**src/rtl/gemm_seq_pkg.sv**
```systemverilog
// Shared types for the GEMM issue sequencer: queued request,
// delay-line writeback tag and FSM state.
package gemm_seq_pkg;

    localparam int GS_DIM   = 4;
    localparam int GS_REG_W = 4;
    localparam int GS_ROW_W = $clog2(GS_DIM);

    typedef struct packed {
        logic                new_weight;
        logic [GS_REG_W-1:0] rs1;
        logic [GS_REG_W-1:0] rs2;
        logic [GS_REG_W-1:0] rs3;
        logic [GS_REG_W-1:0] rd;
    } gemm_req_t;

    typedef struct packed {
        logic                valid;
        logic [GS_REG_W-1:0] rd;
        logic [GS_ROW_W-1:0] row;
    } wb_tag_t;

    typedef enum logic [1:0] {
        GS_IDLE  = 2'd0,
        GS_WLOAD = 2'd1,
        GS_FEED  = 2'd2
    } gemm_seq_state_t;

endpackage

```
**src/rtl/gemm_req_fifo.sv**
```systemverilog
// Small request queue between fu_gemm and the sequencer FSM.
// Pushes while full are ignored; upstream holds the request.
module gemm_req_fifo
    import gemm_seq_pkg::*;
#(
    parameter int DEPTH = 2
) (
    input  logic      clk,
    input  logic      rst_n,
    input  logic      push,
    input  gemm_req_t din,
    input  logic      pop,
    output gemm_req_t dout,
    output logic      full,
    output logic      empty
);

    localparam int AW = (DEPTH > 1) ? $clog2(DEPTH) : 1;
    localparam int CW = $clog2(DEPTH + 1);

    gemm_req_t     mem [DEPTH];
    logic [AW-1:0] wptr;
    logic [AW-1:0] rptr;
    logic [CW-1:0] count;
    logic          do_push;
    logic          do_pop;

    function automatic logic [AW-1:0] nxt(input logic [AW-1:0] p);
        return (p == AW'(DEPTH - 1)) ? '0 : p + AW'(1);
    endfunction

    assign full    = (count == CW'(DEPTH));
    assign empty   = (count == '0);
    assign do_push = push && !full;
    assign do_pop  = pop && !empty;
    assign dout    = mem[rptr];

    always_ff @(posedge clk or negedge rst_n) begin
        if (!rst_n) begin
            wptr  <= '0;
            rptr  <= '0;
            count <= '0;
            for (int i = 0; i < DEPTH; i++) begin
                mem[i] <= '0;
            end
        end else begin
            if (do_push) begin
                mem[wptr] <= din;
                wptr      <= nxt(wptr);
            end
            if (do_pop) begin
                rptr <= nxt(rptr);
            end
            if (do_push && !do_pop) begin
                count <= count + CW'(1);
            end else if (do_pop && !do_push) begin
                count <= count - CW'(1);
            end
        end
    end

endmodule

```
**src/rtl/gemm_sequencer.sv**
```systemverilog
// Sequences GEMM ops into row reads, systolic-array strobes and
// delayed writeback tags, with RAW and weight-reload drain interlocks.
module gemm_sequencer
    import gemm_seq_pkg::*;
#(
    parameter int DIM        = GS_DIM,
    parameter int REG_W      = GS_REG_W,
    parameter int FIFO_DEPTH = 2,
    parameter int ARRAY_LAT  = 8
) (
    input  logic                   CLK,
    input  logic                   nRST,
    input  logic                   gemm_enable,
    input  logic                   new_weight_in,
    input  logic [REG_W-1:0]       rs1_in,
    input  logic [REG_W-1:0]       rs2_in,
    input  logic [REG_W-1:0]       rs3_in,
    input  logic [REG_W-1:0]       rd_in,
    output logic                   gemm_ready,
    output logic                   rf_ren,
    output logic [REG_W-1:0]       rf_raddr_a,
    output logic [REG_W-1:0]       rf_raddr_b,
    output logic [$clog2(DIM)-1:0] rf_row,
    input  logic                   rf_ready,
    output logic                   sa_weight_load,
    output logic                   sa_input_push,
    output logic                   wb_valid,
    output logic [REG_W-1:0]       wb_rd,
    output logic [$clog2(DIM)-1:0] wb_row,
    output logic                   busy
);

    localparam int            RW   = $clog2(DIM);
    localparam logic [RW-1:0] LAST = RW'(DIM - 1);

    gemm_req_t       req_in;
    gemm_req_t       head;
    logic            fifo_full;
    logic            fifo_empty;
    logic            pop;
    gemm_seq_state_t state;
    logic [RW-1:0]   row;
    logic            weights_valid;
    logic [REG_W-1:0] cur_rs1;
    logic [REG_W-1:0] cur_rs2;
    logic [REG_W-1:0] cur_rs3;
    logic [REG_W-1:0] cur_rd;
    wb_tag_t         dl [ARRAY_LAT];
    logic            hazard;
    logic            dl_empty;
    logic            need_wload;
    logic            push_row;

    assign req_in = gemm_req_t'{
        new_weight: new_weight_in,
        rs1: rs1_in, rs2: rs2_in,
        rs3: rs3_in, rd: rd_in
    };

    gemm_req_fifo #(.DEPTH(FIFO_DEPTH)) u_fifo (
        .clk   (CLK),
        .rst_n (nRST),
        .push  (gemm_enable),
        .din   (req_in),
        .pop   (pop),
        .dout  (head),
        .full  (fifo_full),
        .empty (fifo_empty)
    );

    // Every valid delay-line stage is a row still owed to its rd.
    always_comb begin
        hazard   = 1'b0;
        dl_empty = 1'b1;
        for (int i = 0; i < ARRAY_LAT; i++) begin
            if (dl[i].valid) begin
                dl_empty = 1'b0;
                if (dl[i].rd == head.rs1 ||
                    dl[i].rd == head.rs2 ||
                    dl[i].rd == head.rs3) begin
                    hazard = 1'b1;
                end
            end
        end
    end

    assign need_wload = head.new_weight || !weights_valid;
    assign pop = (state == GS_IDLE) && !fifo_empty && !hazard
              && (dl_empty || !need_wload);
    assign push_row = (state == GS_FEED) && rf_ready;

    always_ff @(posedge CLK or negedge nRST) begin
        if (!nRST) begin
            state         <= GS_IDLE;
            row           <= '0;
            weights_valid <= 1'b0;
            cur_rs1       <= '0;
            cur_rs2       <= '0;
            cur_rs3       <= '0;
            cur_rd        <= '0;
        end else begin
            unique case (state)
                GS_IDLE: begin
                    if (pop) begin
                        cur_rs1 <= head.rs1;
                        cur_rs2 <= head.rs2;
                        cur_rs3 <= head.rs3;
                        cur_rd  <= head.rd;
                        row     <= '0;
                        state   <= need_wload ? GS_WLOAD : GS_FEED;
                    end
                end
                GS_WLOAD: begin
                    if (rf_ready) begin
                        if (row == LAST) begin
                            row           <= '0;
                            weights_valid <= 1'b1;
                            state         <= GS_FEED;
                        end else begin
                            row <= row + RW'(1);
                        end
                    end
                end
                GS_FEED: begin
                    if (rf_ready) begin
                        if (row == LAST) begin
                            row   <= '0;
                            state <= GS_IDLE;
                        end else begin
                            row <= row + RW'(1);
                        end
                    end
                end
                default: state <= GS_IDLE;
            endcase
        end
    end

    // Free-running: the array drains at a fixed rate whatever the RF does.
    always_ff @(posedge CLK or negedge nRST) begin
        if (!nRST) begin
            for (int i = 0; i < ARRAY_LAT; i++) begin
                dl[i] <= '0;
            end
        end else begin
            dl[0] <= push_row
                   ? wb_tag_t'{valid: 1'b1, rd: cur_rd, row: row}
                   : wb_tag_t'('0);
            for (int i = 1; i < ARRAY_LAT; i++) begin
                dl[i] <= dl[i-1];
            end
        end
    end

    assign gemm_ready     = !fifo_full;
    assign rf_ren         = (state != GS_IDLE);
    assign rf_raddr_a     = (state == GS_WLOAD) ? cur_rs2 :
                            (state == GS_FEED)  ? cur_rs1 : '0;
    assign rf_raddr_b     = (state == GS_FEED) ? cur_rs3 : '0;
    assign rf_row         = rf_ren ? row : '0;
    assign sa_weight_load = (state == GS_WLOAD) && rf_ready;
    assign sa_input_push  = push_row;
    assign wb_valid       = dl[ARRAY_LAT-1].valid;
    assign wb_rd          = dl[ARRAY_LAT-1].rd;
    assign wb_row         = dl[ARRAY_LAT-1].row;
    assign busy           = !fifo_empty || rf_ren || !dl_empty;

endmodule

```
**config.mk**
```make
export PLATFORM = sky130hd
export DESIGN_NAME = gemm_sequencer
export DESIGN_NICKNAME = d
export VERILOG_FILES = /design/src/rtl/gemm_seq_pkg.sv /design/src/rtl/gemm_req_fifo.sv /design/src/rtl/gemm_sequencer.sv
export SDC_FILE = /design/constraint.sdc
export NUM_CORES = 1
export LEC_CHECK = 0
export BUFFER_PORTS_ARGS = -buffer_cell sky130_fd_sc_hd__buf_2
export CAP_MARGIN = 25
export CORE_AREA = 5 5 107 109
export CTS_CLUSTER_DIAMETER = 100
export DETAILED_ROUTE_END_ITERATION = 12
export DIE_AREA = 0 0 112 114
export GPL_TIMING_DRIVEN = 0
export PLACE_DENSITY = 0.75
export SYNTH_ARGS = -nofsm -noshare
export SYNTH_HDL_FRONTEND = slang
export SYNTH_SLANG_ARGS = --single-unit
```
**constraint.sdc**
```tcl
create_clock -name CLK -period 2.8 [get_ports CLK]
set_input_delay 0.28 -clock CLK [delete_from_list [all_inputs] [get_ports CLK]]
set_output_delay 0.28 -clock CLK [all_outputs]
set_load 0.01 [all_outputs]
```
==> results of run 1 <==
-- cells in the final DEF (no fill, tap or decap), types with 6 or more instances in the layout --
| cell type | instances |
|---|---|
| nor2_1 | 6 |
| a21oi_1 | 9 |
| nor4_1 | 23 |
| xnor2_1 | 84 |
| dfrtp_1 | 115 |
| clkbuf_16 | 17 |
| buf_12 | 17 |
| buf_2 | 41 |
| buf_6 | 8 |
| inv_1 | 6 |
| and3_1 | 7 |
| mux2i_4 | 12 |
| and2_1 | 7 |
| mux2_2 | 34 |
| clkbuf_1 | 7 |
| xnor2_2 | 14 |
| nand2_1 | 9 |
| o21ai_0 | 8 |
| dlygate4sd3_1 | 14 |
| buf_4 | 44 |
| o31ai_1 | 8 |
| a31oi_1 | 8 |
| o31ai_2 | 6 |
-- kinds of logic after synthesis --
kind of cell / synth area share
AOI/OAI and AO/OA: 0.07040
adders and majority gates: 0.01147
xor gates and xnor gates: 0.1621
muxes: 0.1160
DFF: 0.5274
and+or+nand+nor: 0.08209
buffers and inverters: 0.03050
-- Yosys cell counts (2+ instances only) --
cell / number / area share
nor4_1: 28 / 0.032
o31ai_2: 3 / 0.0069
buf_4: 10 / 0.014
mux2_2: 34 / 0.070
a22o_1: 3 / 0.0048
a21oi_1: 9 / 0.0083
o21ai_0: 15 / 0.014
a311o_1: 3 / 0.0055
clkbuf_1: 8 / 0.0055
a31oi_1: 8 / 0.0092
nand3_1: 2 / 0.0018
nand2_1: 9 / 0.0062
nor2b_1: 3 / 0.0034
and3_1: 7 / 0.0080
o31ai_1: 13 / 0.018
inv_1: 6 / 0.0041
mux2i_2: 8 / 0.020
and2_1: 7 / 0.0080
xor2_1: 2 / 0.0032
nand2b_1: 3 / 0.0034
dfrtp_1: 115 / 0.53
nor2_1: 6 / 0.0041
xnor2_1: 99 / 0.16
mux2i_1: 5 / 0.0092
or4_1: 3 / 0.0041
ha_1: 5 / 0.011
mux2i_4: 4 / 0.017
-- state kept, by name, indices dropped and copies added, names as in the netlist --
name and flops:
state 2, u_fifo.rptr 1, u_fifo.mem 34, cur_rs1 4, wb_row 2, dl 49
wb_rd 4, weights_valid 1, cur_rs2 4, row 2, cur_rd 4, u_fifo.count 2
cur_rs3 4, u_fifo.wptr 1, wb_valid 1
-- worst max-delay path, stage by stage, from the launching register on --
cell	delay, ns
dfrtp_1	0.38
buf_12	0.13
buf_12	0.13
mux2i_4	0.30
buf_12	0.16
buf_4	0.11
xnor2_1	0.11
nor4_1	0.08
o31ai_2	0.30
nand3_2	0.18
nor3_4	0.25
inv_2	0.08
buf_8	0.13
ha_4	0.14
xor2_1	0.13
nor2_1	0.12
xor2_1	0.14
-- power breakdown --
group	total (mW)	internal, mW	switching, mW
registers	2.89	2.29	0.609
clock network	2.26	1.49	0.772
logic	6.60	3.60	3.00
total	11.8	7.37	4.38
-- routing by layer --
| layer | part of all wire | GRT usage |
|---|---|---|
| met1 | 0.40 | 0.2588 |
| met5 | 0 | 0 |
| met2 | 0.52 | 0.3741 |
| met3 | 0.060 | 0.05358 |
| met4 | 0.028 | 0.08654 |
-- layout make-up --
| cell class | instances | share of cell area |
|---|---|---|
| Sequential cell | 115 | 0.3767 |
| Multi-Input combinational cell | 287 | 0.3566 |
| Timing Repair Buffer | 116 | 0.1358 |
| Clock buffer | 19 | 0.05782 |
| Clock inverter | 13 | 0.02391 |
| Tap cell | 140 | 0.02293 |
| Buffer | 21 | 0.02277 |
| Inverter | 7 | 0.003440 |
-- what timing repair did --
item	4_1_cts	5_1_grt
pin swaps	13	12
gates cloned	0	1
endpoints found under the setup margin	23	15
hold buffers	14	0
buffers inserted	48	11
hold endpoints to repair	94	0
gates resized for setup	12	47
-- through the flow --
stage               hold slack, ns  power [mW]
floorplan                 -0.01559       6.219
global placement            0.3326       7.063
detailed placement          0.3355       7.312
CTS                       0.001288       10.91
global route              0.002470       12.31
finish                     0.01266       11.76
-- worst max-delay path by stage --
stage,endpoint,from,cells after the start,slack [ns]
after floorplan,u_fifo.count[1],u_fifo.rptr,14,-0.12
after global placement,u_fifo.count[1],u_fifo.rptr,13,-0.77
after detailed placement,u_fifo.count[1],u_fifo.rptr,13,-0.83
after CTS,u_fifo.count[1],u_fifo.rptr,16,-0.04
after global routing,u_fifo.count[1],u_fifo.rptr,16,-0.29
final,u_fifo.count[1],u_fifo.rptr,16,-0.15
==> results.cfg, run 1 <==
[setup_path]
cp-start-kind = flop
crit_type = reg -> reg
ff2ff_path_depth = 16
cp.arrival_ns = 3.40
path_max_fanout = 5
cp-end-kind = flop
r2r-end = u_fifo.count[1]
r2r_slack_ns = -0.15
required_ns = 3.25
regToRegStartpoint = u_fifo.rptr

[cts]
cts_htree_levels = 4
cts_max_path_buffers = 2
root_buffer = clkbuf_8
path_clk_slew_ns = 0.06
clock_latency_ns = 0.52
cts_tree = done
cts_buffers = 17
cts_sinks = 115

[route]
vias_per_cell = 5.540
wl_per_cell_um = 19.23
drc_errors = 0
drtIter0Drc = 251
wl_um = 13810
first_pass_iters = 4
antenna_left = 0
vias = 3978

[timing]
rsz0062_at_grt = yes
fin_worst_skew_ns = 0.006112
setup_slack_ns = -0.1538
worst_slew_pin_slew_ns = 0.9195
timing.final.crit_share = 1.055
setup_tns_ns = -0.4642
drv_slew = 0
setup_violations = 6
max_freq_mhz = 338.5
finalHoldViolations = 0
maxSlewHeadroom = 0.3870
period_needed_ns = 2.954

[global_routing]
grt_usage = 0.2155
antenna_found_initial = 0
grt_max_degree = 75
grt_pass1_wl_um = 21380
grt_overflow = 0
grt_pass1_vias = 4202

[flow_run]
maxCapViolations = 0

[layout]
syn2layout_area_growth_pct = 39.99
multiInputGateArea_um2 = 2724
utilization = 0.7270
nets = 591
register_area_um2 = 2878
fin_cells = 718
antennaDiodeCount = 0
drive_above_1_share = 0.3962
num-fill-cells = 672
design_area_um2 = 7639

[run_status]
violations = negative setup slack
status = complete, but fails checks

[synthesis]
synthesis.nets = 456
yosys_warnings = 0
synth-seq-area-share = 0.5274
synth-edff-count = 0
netlist_area_um2 = 5456
synth.distinct_cells = 39
ys_seq_elements = 115
postSynth.asyncResetShare = 1.000
postSynthCellCount = 430
syn_avg_cell_area_um2 = 12.69
synth-main-ff-cell = dfrtp_1

[placed_design]
dp_hpwl_um = 8272
dp.cells = 613
gp_congestion = 0.8096
port_buffers = 42
place_area_um2 = 5951
pre_cts_slack_ns = -0.8323

[floorplanning]
fp-row-count = 38
core_um2 = 10510
dieArea_um2 = 12770
die_w_um = 112
io_pins = 43
initial_core_util = 0.5193
dieHeight_um = 114

[min_path]
holdCritStartpoint = rs2_in[0]
hold-path-endpoint = u_fifo.mem[25]
hold_path.class = in -> reg
hold_path_depth = 2

[power_and_ir_drop]
ir_worst_vdd_uv = 858.4
powerDensity_nw_per_um2 = 1539
cellLeakagePower_nw = 3.304
Note: power is estimated with default switching activity, not from simulation.
==> inputs of run 2 (changes only) <==
--- a/config.mk
+++ b/config.mk
@@ -12,6 +12,7 @@
 export DETAILED_ROUTE_END_ITERATION = 12
 export DIE_AREA = 0 0 112 114
 export GPL_TIMING_DRIVEN = 0
+export MAX_ROUTING_LAYER = met4
 export PLACE_DENSITY = 0.75
 export SYNTH_ARGS = -nofsm -noshare
 export SYNTH_HDL_FRONTEND = slang
==> run 2 against run 1 <==
The flow still finishes with violations (negative setup slack). Setup slack worse by 0.0085 ns. Wire length fell by 0.17%. Via count down 0.93%. Fmax is 0.29% lower. Register-to-register slack about the same. Critical path type unchanged. Critical endpoint unchanged. Largest cell class unchanged.
==> results.cfg, run 2 (synthesis results as in run 1) <==
[timing]
maxSlewHeadroom = 0.3873
fin_worst_skew_ns = 0.006800
setup_slack_ns = -0.1623
rsz0062_at_grt = yes
finalHoldViolations = 0
max_freq_mhz = 337.6
timing.final.crit_share = 1.058
period_needed_ns = 2.962
worst_slew_pin_slew_ns = 0.9190
drv_slew = 0
setup_violations = 7

[floorplanning]
io_pins = 43
fp-row-count = 38
initial_core_util = 0.5193
die_w_um = 112
dieHeight_um = 114
dieArea_um2 = 12770
core_um2 = 10510

[setup_path]
crit_type = reg -> reg
ff2ff_path_depth = 16
cp.arrival_ns = 3.40
cp-end-kind = flop
regToRegStartpoint = u_fifo.rptr
slowest_delay_ns = 0.38
crit_slowest_cell = dfrtp_1
r2r_slack_ns = -0.16
cpMostUsedCell = buf_12
r2r-end = u_fifo.count[1]
path_cells = buf_12, buf_12, mux2i_4, buf_12, buf_4, xnor2_1, nor4_1, o31ai_2, nand3_2, nor3_4, inv_2, buf_8, ha_4, xor2_1, nor2_1, xor2_1
required_ns = 3.24
path_max_fanout = 5
cp-start-kind = flop

[power_and_ir_drop]
clkPwrFrac = 0.192
internal-power_mw = 7.375
power_switching_mw = 4.363
seqPwrFrac = 0.246
switching_share = 0.3717
powerDensity_nw_per_um2 = 1537
power_mw = 11.74
comb_power_share = 0.562
cellLeakagePower_nw = 3.304
ir_worst_vdd_uv = 858.4

[route]
wl_um = 13780
wl_per_cell_um = 19.19
vias_per_cell = 5.489
drc_errors = 0
antenna_left = 0
drtIter0Drc = 210
first_pass_iters = 4
vias = 3941

[layout]
num-fill-cells = 672
largest-register = dl
syn2layout_area_growth_pct = 39.99
top_regs = dl: 49 flops, u_fifo.mem: 34 flops
largest_register_ffs = 49
antennaDiodeCount = 0
final_cell_mix = 115 x dfrtp_1, 84 x xnor2_1, 44 x buf_4, 41 x buf_2, 34 x mux2_2
drive_above_1_share = 0.3962
nets = 591
utilization = 0.7270
layout_commonest_cell = dfrtp_1

[run_status]
status = complete, but fails checks
violations = negative setup slack

[min_path]
holdCritStartpoint = rs2_in[0]
hold_path_depth = 2
hold_path.class = in -> reg
hold-path-endpoint = u_fifo.mem[25]

[cts]
path_clk_slew_ns = 0.06
cts_max_path_buffers = 2
cts_tree = done
cts_htree_levels = 4
cts_buffers = 17
clock_latency_ns = 0.52
root_buffer = clkbuf_8
cts_sinks = 115

[global_routing]
grt_pass1_wl_um = 21390
grt_usage = 0.2216
grt_pass1_vias = 4202
antenna_found_initial = 0
grt_overflow = 0
grt_max_degree = 75

[placed_design]
dp_hpwl_um = 8272
gp_congestion = 0.8215
port_buffers = 42

[flow_run]
maxCapViolations = 0
==> run 2: cell counts in the layout (fill, tap and decap cells not counted) <==
Identical to the previous run, type by type.
==> run 2: layout make-up <==
| class | count | area (um^2) | share of cell area |
|---|---|---|---|
| Timing Repair Buffer | 116 | 1037 | 0.1358 |
| Multi-Input combinational cell | 287 | 2724 | 0.3566 |
| Clock buffer | 19 | 441.7 | 0.05782 |
| Inverter | 7 | 26.28 | 0.003440 |
| Tap cell | 140 | 175.2 | 0.02293 |
| Buffer | 21 | 173.9 | 0.02277 |
| Sequential cell | 115 | 2878 | 0.3767 |
| Clock inverter | 13 | 182.7 | 0.02391 |
==> run 2: worst max-delay path: cells and delay by family (launching register included) <==
kind / cells / cell delay [ns]
DFF: 1 / 0.38
buffers and inverters: 6 / 0.74
xor gates and xnor gates: 3 / 0.38
AOI/OAI and AO/OA: 1 / 0.31
and+or+nand+nor: 4 / 0.63
adders and majority gates: 1 / 0.15
muxes: 1 / 0.30
==> run 2: how the worst max path moves through the flow <==
stage,start,end,slack [ns],cells after the start
after detailed placement,u_fifo.rptr,u_fifo.count[1],-0.83,13
after floorplan,u_fifo.rptr,u_fifo.count[1],-0.12,14
after global placement,u_fifo.rptr,u_fifo.count[1],-0.77,13
after CTS,u_fifo.rptr,u_fifo.count[1],-0.04,16
after global routing,u_fifo.rptr,u_fifo.count[1],-0.29,16
final,u_fifo.rptr,u_fifo.count[1],-0.16,16
==> run 2: stage by stage <==
stage,hold WS [ns],area [um^2],setup slack (ns),instances,TNS (ns)
6_report,0.02085,7639,-0.1623,718,-0.5266
5_1_grt,0.004276,7639,-0.2946,718,-1.886
4_1_cts,0.001288,7316,-0.04169,707,-0.04169
3_5_place_dp,0.3355,5951,-0.8323,613,-8.753
3_3_place_gp,0.3326,5928,-0.7662,612,-7.427
2_1_floorplan,-0.01559,5543,-0.1198,430,-0.1198
==> run 2: power by group through the flow <==
stage          Combinational, mW  Clock, mW  Sequential (mW)
3_5_place_dp                4.44          0             2.87
5_1_grt                     6.97       2.37             2.97
3_3_place_gp                4.25          0             2.82
2_1_floorplan               3.49          0             2.73
6_report                    6.60       2.25             2.89
4_1_cts                     5.78       2.27             2.85
==> run 2: routing by layer <==
layer	wire, um	vias to the layer above	track usage	part of all wire
met5	0	-	-	0
met4	329	0	0.08654	0.024
met3	757	36	0.05146	0.055
met2	7148	117	0.3729	0.52
met1	5546	1993	0.2602	0.40
li1	-	1795	-	-
==> run 2: timing repair <==
| action | in CTS | in global routing |
|---|---|---|
| hold buffers | 14 | 0 |
| gates cloned | 0 | 1 |
| endpoints found under the setup margin | 23 | 15 |
| hold endpoints to repair | 94 | 0 |
| setup buffers | 48 | 11 |
| resized for setup | 12 | 47 |
| pin swaps | 13 | 12 |
==> inputs of run 3 (changes only) <==
--- a/config.mk
+++ b/config.mk
@@ -7,13 +7,14 @@
 export LEC_CHECK = 0
 export BUFFER_PORTS_ARGS = -buffer_cell sky130_fd_sc_hd__buf_2
 export CAP_MARGIN = 25
-export CORE_AREA = 5 5 107 109
+export CORE_AREA = 5 5 102 104
 export CTS_CLUSTER_DIAMETER = 100
 export DETAILED_ROUTE_END_ITERATION = 12
-export DIE_AREA = 0 0 112 114
+export DIE_AREA = 0 0 107 109
 export GPL_TIMING_DRIVEN = 0
+export HOLD_SLACK_MARGIN = 0.05
 export MAX_ROUTING_LAYER = met4
-export PLACE_DENSITY = 0.75
+export PLACE_DENSITY = 0.78
 export SYNTH_ARGS = -nofsm -noshare
 export SYNTH_HDL_FRONTEND = slang
 export SYNTH_SLANG_ARGS = --single-unit
==> constraint.sdc (replaced) <==
create_clock -name CLK -period 3.7 [get_ports CLK]
set_input_delay 0.37 -clock CLK [delete_from_list [all_inputs] [get_ports CLK]]
set_output_delay 0.37 -clock CLK [all_outputs]
set_load 0.01 [all_outputs]
==> run 3 against run 2 <==
The run now ends clean. Clock skew is 0.0050 ns higher. Utilization fell by 1.6 points. Flip-flop and latch count unchanged. Critical endpoint unchanged. Highest routed layer unchanged.
==> results.cfg, run 3 (synthesis results as in run 1) <==
[timing]
setup_tns_ns = 0
maxSlewHeadroom = 0.3908
worst_slew_pin_slew_ns = 0.9105
rsz0062_at_grt = no
period_needed_ns = 3.379
fin_worst_skew_ns = 0.01182
finalHoldViolations = 0
timing.final.crit_share = 0.9132
drv_slew = 0
setup_slack_ns = 0.3211
setup_violations = 0
max_freq_mhz = 296.0

[cts]
cts_tree = done
cts_sinks = 115
cts_htree_levels = 4
path_clk_slew_ns = 0.07
cts_buffers = 17
clock_latency_ns = 0.52
cts_max_path_buffers = 2
root_buffer = clkbuf_8

[route]
wl_um = 12330
drtIter0Drc = 182
vias_per_cell = 5.745
vias = 3665
wl_per_cell_um = 19.33
drc_errors = 0
first_pass_iters = 6
wl_met1_um = 5161
antenna_left = 0
wl_met3_um = 528
highest-signal-layer = met4
route.met2.wl_um = 6401

[setup_path]
cp.arrival_ns = 3.81
ff2ff_path_depth = 12
cp-start-kind = flop
crit_type = reg -> reg
cp-end-kind = flop
path_max_fanout = 10
required_ns = 4.13

[floorplanning]
dieHeight_um = 109
fp-row-count = 36
initial_core_util = 0.5769
core_um2 = 9459
io_pins = 43
dieArea_um2 = 11660
die_w_um = 107

[placed_design]
port_buffers = 42
dp_hpwl_um = 7883
dp.cells = 587
gp_congestion = 0.8960
pre_cts_slack_ns = 0.01411

[flow_run]
maxCapViolations = 0

[layout]
layout_commonest_cell = dfrtp_1
nets = 537
top_regs = dl: 49 flops, u_fifo.mem: 34 flops
drive_above_1_share = 0.3015
num-fill-cells = 654
antennaDiodeCount = 0
utilization = 0.7107
largest-register = dl
final_cell_mix = 115 x dfrtp_1, 99 x xnor2_1, 41 x buf_2, 34 x mux2_2, 28 x nor4_1
largest_register_ffs = 49
syn2layout_area_growth_pct = 23.21
multiInputGateArea_um2 = 2482
register_area_um2 = 2878
fin_cells = 638

[power_and_ir_drop]
power_mw = 7.532
cellLeakagePower_nw = 2.877
ir_worst_vdd_uv = 731.7
powerDensity_nw_per_um2 = 1120

[global_routing]
grt_pass1_vias = 3814
grt_pass1_wl_um = 19700
antenna_found_initial = 0
grt_usage = 0.2289
grt_overflow = 0
grt_max_degree = 67

[run_status]
status = completed

[min_path]
hold_path_depth = 2
hold_path.class = in -> reg
[run 3: cell count changes in the layout (fill, tap and decap cells not counted), moves of 13 or more]
cell | before | now
dlygate4sd3_1 | 14 | 1
buf_4 | 44 | 20
xnor2_1 | 84 | 99
xnor2_2 | 14 | 0
[run 3: what timing repair did]
| action | CTS | global route |
|---|---|---|
| pin swaps | 0 | 1 |
| hold endpoints to repair | 65 | 0 |
| buffers inserted | 0 | 18 |
| resized for setup | 2 | 6 |
| cloned | 0 | 0 |
| hold buffers | 1 | 0 |
| setup endpoints to repair | 1 | 2 |
[run 3: critical path: stages, from the launching register on]
cell     delay [ns]
dfrtp_1        0.37
buf_6          0.25
mux2i_4        0.60
xnor2_1        0.18
nor4_1         0.08
o31ai_1        0.38
nand4_2        0.25
nor3_4         0.27
inv_2          0.09
buf_4          0.19
ha_1           0.33
nor2_1         0.15
xor2_1         0.15
[run 3: report_power, final]
part / total, mW / leakage [nW] / switching, mW / internal (mW)
Sequential: 2.17 / 1.46 / 0.441 / 1.73
Clock: 1.53 / 0.265 / 0.613 / 0.914
Combinational: 3.84 / 1.15 / 1.86 / 1.97
Total: 7.53 / 2.88 / 2.91 / 4.62
[run 3: final cells by class]
type,count,share of cell area
plain buffers,21,0.02084
clock buffers,18,0.06365
clock inverters,14,0.01898
inverters,7,0.003908
multi-input cells,287,0.3693
flip-flops and latches,115,0.4281
well taps,114,0.02122
repair buffers,62,0.07407
[run 3: per-layer routing]
layer  GRT usage  up-vias
met4     0.09680        0
met2      0.3817      113
met1      0.2748     1839
met5           -        -
li1            -     1687
met3     0.04440       26
[run 3: path summary, 6_finish.rpt]
| path | start | end | slack (ns) |
|---|---|---|---|
| worst max-delay path | u_fifo.rptr | u_fifo.count[1] | 0.32 |
| worst min-delay path | rs3_in[2] | u_fifo.mem[6] | 0.10 |
| worst min register to register | dl[50] | dl[43] | 0.35 |
| worst max register to register | u_fifo.rptr | u_fifo.count[1] | 0.32 |
| min in group asynchronous | nRST | dl[12] | 0.51 |
| max in group asynchronous | nRST | dl[39] | 2.44 |
[run 3: stage by stage]
stage	area [um^2]	hold WS [ns]
5_1_grt	6723	0.08583
3_5_place_dp	5839	0.3357
4_1_cts	6422	0.07712
2_1_floorplan	5456	0.07441
6_report	6723	0.1002
3_3_place_gp	5809	0.3323
